[src/rtl/sbp_lookup_ctrl.sv]
`default_nettype none
// sbp_lookup_ctrl (rev 1.0): admits lookups into the stage chain, tracks in-flight slots,
// queues tail results in a FWFT FIFO and drains the chain before each stage-memory write.
module sbp_lookup_ctrl #(
   parameter int STAGE_BITS    = 6,
   parameter int LOCATION_BITS = 11,
   parameter int ADDR_BITS     = 11,
   parameter int DATA_BITS     = 64,
   parameter int NUM_STAGES    = 8,
   parameter int STAGE_LATENCY = 2,
   parameter int FIFO_DEPTH    = 16
) (
   input  logic                                clk,
   input  logic                                rst_n,
   input  logic                                in_valid,
   output logic                                in_ready,
   input  logic [31:0]                         in_ip_addr,
   output logic                                pl_valid_o,
   output logic [31:0]                         pl_ip_addr_o,
   output logic [STAGE_BITS-1:0]               pl_stage_id_o,
   output logic [LOCATION_BITS-1:0]            pl_location_o,
   output logic [5:0]                          pl_bit_pos_o,
   output logic [LOCATION_BITS+STAGE_BITS-1:0] pl_result_o,
   input  logic [31:0]                         pl_ip_addr_i,
   input  logic [LOCATION_BITS+STAGE_BITS-1:0] pl_result_i,
   output logic                                out_valid,
   input  logic                                out_ready,
   output logic [31:0]                         out_ip_addr,
   output logic [LOCATION_BITS+STAGE_BITS-1:0] out_result,
   input  logic                                upd_valid,
   output logic                                upd_ready,
   input  logic [STAGE_BITS-1:0]               upd_stage,
   input  logic [ADDR_BITS-1:0]                upd_addr,
   input  logic [DATA_BITS-1:0]                upd_data,
   output logic                                wr_en,
   output logic [STAGE_BITS-1:0]               wr_stage,
   output logic [ADDR_BITS-1:0]                wr_addr,
   output logic [DATA_BITS-1:0]                wr_data
);

   localparam int L  = NUM_STAGES * STAGE_LATENCY;
   localparam int AW = $clog2(FIFO_DEPTH);
   localparam int CW = AW + 1;
   localparam int EW = 32 + LOCATION_BITS + STAGE_BITS;
   localparam logic [CW-1:0] CREDIT_MAX = CW'(FIFO_DEPTH);

   localparam logic [1:0] S_RUN   = 2'd0;
   localparam logic [1:0] S_DRAIN = 2'd1;
   localparam logic [1:0] S_WRITE = 2'd2;

   logic [1:0]            state_q, state_d;
   logic                  alive_q, skip_q;
   logic                  pl_valid_q;
   logic [31:0]           pl_ip_q;
   logic [STAGE_BITS-1:0] pl_stage_q;
   logic [L-1:0]          dl_q;
   logic [CW-1:0]         credit_q, credit_d;
   logic [CW-1:0]         count_q;
   logic [AW-1:0]         wr_ptr_q, rd_ptr_q;
   logic [EW-1:0]         mem_q [FIFO_DEPTH];
   logic                  wr_en_q;
   logic [STAGE_BITS-1:0] wr_stage_q;
   logic [ADDR_BITS-1:0]  wr_addr_q;
   logic [DATA_BITS-1:0]  wr_data_q;
   logic                  issue, drained, push, pop;

   assign issue = in_valid && in_ready;
   // The tail slot is being pushed this cycle, so it no longer counts as in flight.
   assign drained = !pl_valid_q && (dl_q[L-2:0] == '0);
   assign push = dl_q[L-1];
   assign pop = out_valid && out_ready;

   always_ff @(posedge clk or negedge rst_n) begin
      if (!rst_n) state_q <= S_RUN;
      else        state_q <= state_d;
   end

   always_comb begin
      state_d = state_q;
      case (state_q)
         S_RUN:   if (upd_valid && !skip_q) state_d = drained ? S_WRITE : S_DRAIN;
         S_DRAIN: if (drained) state_d = S_WRITE;
         S_WRITE: state_d = S_RUN;
         default: state_d = S_RUN;
      endcase
   end

   always_comb begin
      in_ready  = 1'b0;
      upd_ready = 1'b0;
      if (state_q == S_RUN)
         in_ready = alive_q && (skip_q || !upd_valid) && (credit_q < CREDIT_MAX);
      if (state_q == S_WRITE)
         upd_ready = 1'b1;
   end

   always_comb begin
      credit_d = credit_q;
      case ({issue, pop})
         2'b10:   credit_d = credit_q + CW'(1);
         2'b01:   credit_d = credit_q - CW'(1);
         default: credit_d = credit_q;
      endcase
   end

   always_ff @(posedge clk or negedge rst_n) begin
      if (!rst_n) begin
         alive_q    <= 1'b0;
         skip_q     <= 1'b0;
         pl_valid_q <= 1'b0;
         pl_ip_q    <= '0;
         pl_stage_q <= '0;
         dl_q       <= '0;
         credit_q   <= '0;
         wr_en_q    <= 1'b0;
         wr_stage_q <= '0;
         wr_addr_q  <= '0;
         wr_data_q  <= '0;
      end else begin
         alive_q    <= 1'b1;
         skip_q     <= (state_q == S_WRITE);
         pl_valid_q <= issue;
         pl_ip_q    <= issue ? in_ip_addr : '0;
         pl_stage_q <= issue ? STAGE_BITS'(1) : '0;
         dl_q       <= {dl_q[L-2:0], pl_valid_q};
         credit_q   <= credit_d;
         wr_en_q    <= (state_d == S_WRITE);
         wr_stage_q <= (state_d == S_WRITE) ? upd_stage : '0;
         wr_addr_q  <= (state_d == S_WRITE) ? upd_addr  : '0;
         wr_data_q  <= (state_d == S_WRITE) ? upd_data  : '0;
      end
   end

   always_ff @(posedge clk or negedge rst_n) begin
      if (!rst_n) begin
         wr_ptr_q <= '0;
         rd_ptr_q <= '0;
         count_q  <= '0;
      end else begin
         if (push) wr_ptr_q <= wr_ptr_q + AW'(1);
         if (pop)  rd_ptr_q <= rd_ptr_q + AW'(1);
         case ({push, pop})
            2'b10:   count_q <= count_q + CW'(1);
            2'b01:   count_q <= count_q - CW'(1);
            default: count_q <= count_q;
         endcase
      end
   end

   always_ff @(posedge clk) begin
      if (push) mem_q[wr_ptr_q] <= {pl_ip_addr_i, pl_result_i};
   end

   assign out_valid = (count_q != '0);
   assign {out_ip_addr, out_result} = out_valid ? mem_q[rd_ptr_q] : '0;

   assign pl_valid_o    = pl_valid_q;
   assign pl_ip_addr_o  = pl_ip_q;
   assign pl_stage_id_o = pl_stage_q;
   assign pl_location_o = '0;
   assign pl_bit_pos_o  = '0;
   assign pl_result_o   = '0;

   assign wr_en    = wr_en_q;
   assign wr_stage = wr_stage_q;
   assign wr_addr  = wr_addr_q;
   assign wr_data  = wr_data_q;

endmodule
`default_nettype wire
[config.mk]
export PLATFORM = sky130hd
export DESIGN_NAME = sbp_lookup_ctrl
export DESIGN_NICKNAME = d
export VERILOG_FILES = /design/src/rtl/sbp_lookup_ctrl.sv
export SDC_FILE = /design/constraint.sdc
export NUM_CORES = 1
export LEC_CHECK = 0
export BUFFER_PORTS_ARGS = -buffer_cell sky130_fd_sc_hd__buf_2
export CAP_MARGIN = 20
export CORE_MARGIN = 2
export CORE_UTILIZATION = 41
export DETAILED_ROUTE_END_ITERATION = 10
export GPL_ROUTABILITY_DRIVEN = 0
export GPL_TIMING_DRIVEN = 1
export PLACE_DENSITY = 0.61
export SYNTH_ARGS = -nofsm -noshare
export SYNTH_HDL_FRONTEND = slang
export SYNTH_SLANG_ARGS = --single-unit
[constraint.sdc]
create_clock -name clk -period 4.3 [get_ports clk]
set_clock_uncertainty 0.05 [all_clocks]
set_input_delay 1.29 -clock clk [delete_from_list [all_inputs] [get_ports clk]]
set_output_delay 1.29 -clock clk [all_outputs]
set_load 0.1 [all_outputs]
==> flow_metrics.py <==
metrics = {
    "cells_and_area": {
        "final_util": 0.495,
        "final_cells": 3426,
        "layout.nets": 2376,
        "area_growth_pct": 19.7,
        "drive_above_1_share": 0.363,
        "nFillCells": 7022,
    },
    "floorplan": {
        "die_w_um": 299,
        "die_area_um2": 89700,
        "fp-row-count": 108,
        "core_um2": 86600,
        "ioPinCount": 374,
        "start_util": 0.413,
        "die_h_um": 299,
    },
    "drt": {
        "antenna_left": 0,
        "vias_per_cell": 5.27,
        "vias": 18100,
        "routedWlPerCell_um": 23.8,
        "drtPass1Iterations": 5,
        "drt_iter0_markers": 1325,
        "drt-total-wl_um": 81600,
        "drcViolationCount": 0,
    },
    "global_route": {
        "grt_start_max_net_pins": 83,
        "grt_util_met2": 0.315,
        "grt_antenna_before_repair": 7,
        "grt.total_usage": 0.182,
        "use_met3": 0.0391,
        "grt_pass1_vias": 19200,
        "grt_util_met1": 0.239,
        "overflow": 0,
        "grt_pass1_wl_um": 122000,
        "busiest_layer": "met2",
    },
    "setup_path": {
        "slowest_stage": "dfrtp_4",
        "path_max_fanout": 15,
        "cp_data_required_time_ns": 2.96,
        "critPathKind": "flop to primary output",
        "crit_arrival_ns": 2.89,
        "endpoint_kind": "primary output",
        "cp_common_cell": "mux4_2",
        "slowest_delay_ns": 0.57,
        "cp_cell_sequence": "buf_4 -> mux4_2 -> mux4_2 -> and2_1 -> buf_2",
        "critPathLaunchType": "flop",
    },
    "clocking": {
        "clock_path_buffers": 3,
        "numCtsBuffers": 96,
        "clock_latency_ns": 0.66,
        "clock-root-buffer": "clkbuf_16",
        "cts.sinks": 937,
        "clk_pin_slew_ns": 0.06,
        "cts_tree": "done",
        "cts_hold_buf": 0,
        "htreeDepth": 3,
    },
    "timing": {
        "worst_pin_slew_ns": 0.998,
        "fin_crit_ns": 4.23,
        "whs_ns": 0.319,
        "timing.final.ws_setup_ns": 0.0661,
        "rsz0062_at_grt": "yes",
        "hold_viol": 0,
        "slew-limit-headroom": 0.333,
        "max_freq_ghz": 0.236,
        "setup_viol": 0,
        "slew_viol_final": 0,
        "period_share": 0.985,
        "timing.setup.tns_ns": 0,
    },
    "logic_synthesis": {
        "synth_cell_types": 44,
        "synth.cell_area_um2": 35800,
        "synth_edf_count": 784,
        "synth_area_leaders": "edfxtp_1 66%, mux4_2 12%, dfrtp_1 11%",
        "synth-main-ff-cell": "edfxtp_1",
        "yosysSeqAreaShare": 0.765,
        "synth_commonest_cells": "784 x edfxtp_1, 197 x mux4_2, 153 x dfrtp_1, 85 x and2_1, 72 x and3_1",
        "yosysMostFrequentCell": "edfxtp_1",
        "yosysWarnings": 0,
        "syn_avg_cell_area_um2": 20.0,
        "ys_ff_latch": 937,
        "ys_async_sr_fraction": 0.163,
        "syn_inst": 1786,
        "synth_top_cell_by_area": "edfxtp_1",
        "synth_top_area_frac": 0.658,
    },
    "place": {
        "dp_cells": 3239,
        "hpwl_um": 46600,
        "io_buffers": 334,
        "dpl_worst_slack_ns": 0.418,
    },
    "power_and_ir_drop": {
        "power_density_nw_per_um2": 750,
        "ir_drop_mv": 0.763,
        "power.static_leakage_nw": 15.5,
    },
    "status": {
        "status": "completed",
    },
    "flow_run": {
        "max_cap_viol_count": 0,
    },
    "min_path": {
        "min_path_type": "flop to flop",
    },
}
-- worst max-delay path, delay by kind of cell, from the launching register on --
kind	cells	cell delay, ns
multiplexers	2	0.81
buffers and inverters	2	0.63
flip-flops	1	0.57
AND/OR/NAND/NOR	1	0.24
-- cells by family (layout without fill, tap and decap cells) --
logic type,after synthesis,in the layout,share of synthesized area
AOI/OAI and AO/OA,78,78,0.0158
xor gates and xnor gates,15,15,0.00367
adders and majority gates,14,14,0.00510
buffers and inverters,152,597,0.0228
DFF,937,937,0.765
muxes,209,209,0.127
other,2,42,0.000210
and+or+nand+nor,379,379,0.0603
-- repair_timing --
| action | 4_1_cts | 5_1_grt |
|---|---|---|
| gates resized for setup | 9 | 29 |
| buffers inserted | 13 | 0 |
| setup endpoints to repair | 49 | 19 |
| cloned | 0 | 0 |
-- cell type report --
cell class / count / area [um2] / share of cell area
multi-input cells: 735 / 8150 / 0.190
flip-flops and latches: 937 / 27400 / 0.639
inverters: 10 / 37.5 / 0.000876
well taps: 1155 / 1450 / 0.0337
clock buffers: 125 / 2600 / 0.0606
diodes: 2 / 5.00 / 0.000117
clock inverters: 47 / 430 / 0.0100
repair buffers: 415 / 2800 / 0.0653
-- cell usage in the layout (no fill, tap or decap), types with 40 or more instances in the layout --
cell type and n:
a211oi_1 47, and2_1 84, and3_1 72, buf_2 310, buf_4 64, clkbuf_16 98, conb_1 40, dfrtp_1 149
edfxtp_1 784, mux4_2 197, nand2_1 49, nand2b_1 44, nor2b_1 51
-- through the flow --
step / instance area, um2 / total power, mW
6_report: 42800 / 32.1
5_1_grt: 42800 / 33.5
4_1_cts: 42800 / 32.4
3_5_place_dp: 39500 / 24.1
3_3_place_gp: 39500 / 24.0
2_1_floorplan: 36200 / 21.4
-- state kept, by name, summed over array words and instances (netlist names), 4 cells and up --
signal and count:
count_q 5, credit_q 5, dl_q 16, mem_q 784, pl_ip_addr_o 32, rd_ptr_q 4
wr_addr 11, wr_data 64, wr_ptr_q 4, wr_stage 6
-- per-layer routing --
layer | up-vias | wire length [um] | part of all wire
met5 | - | 52 | 0.00064
met2 | 563 | 41800 | 0.51
met4 | 8 | 1300 | 0.016
li1 | 7802 | - | -
met3 | 113 | 5280 | 0.065
met1 | 9584 | 33200 | 0.41
-- worst paths after layout --
check,startpoint,end,slack [ns],cells after the start
max,rd_ptr_q[2],out_ip_addr[9],0.07,5
min,dl_q[13],dl_q[14],0.32,0
max reg2reg,count_q[0],count_q[4],0.71,10
min reg2reg,dl_q[13],dl_q[14],0.32,0
max in group asynchronous,rst_n,credit_q[0],2.77,2
min in group asynchronous,rst_n,wr_data[36],0.59,1
-- power breakdown --
group	switching, mW	internal, mW	total, mW
sequential	0.381	10.3	10.7
combinational	9.46	4.01	13.5
clock	3.41	4.57	7.98
total	13.2	18.9	32.1
Power figures use the tool's default switching activity.
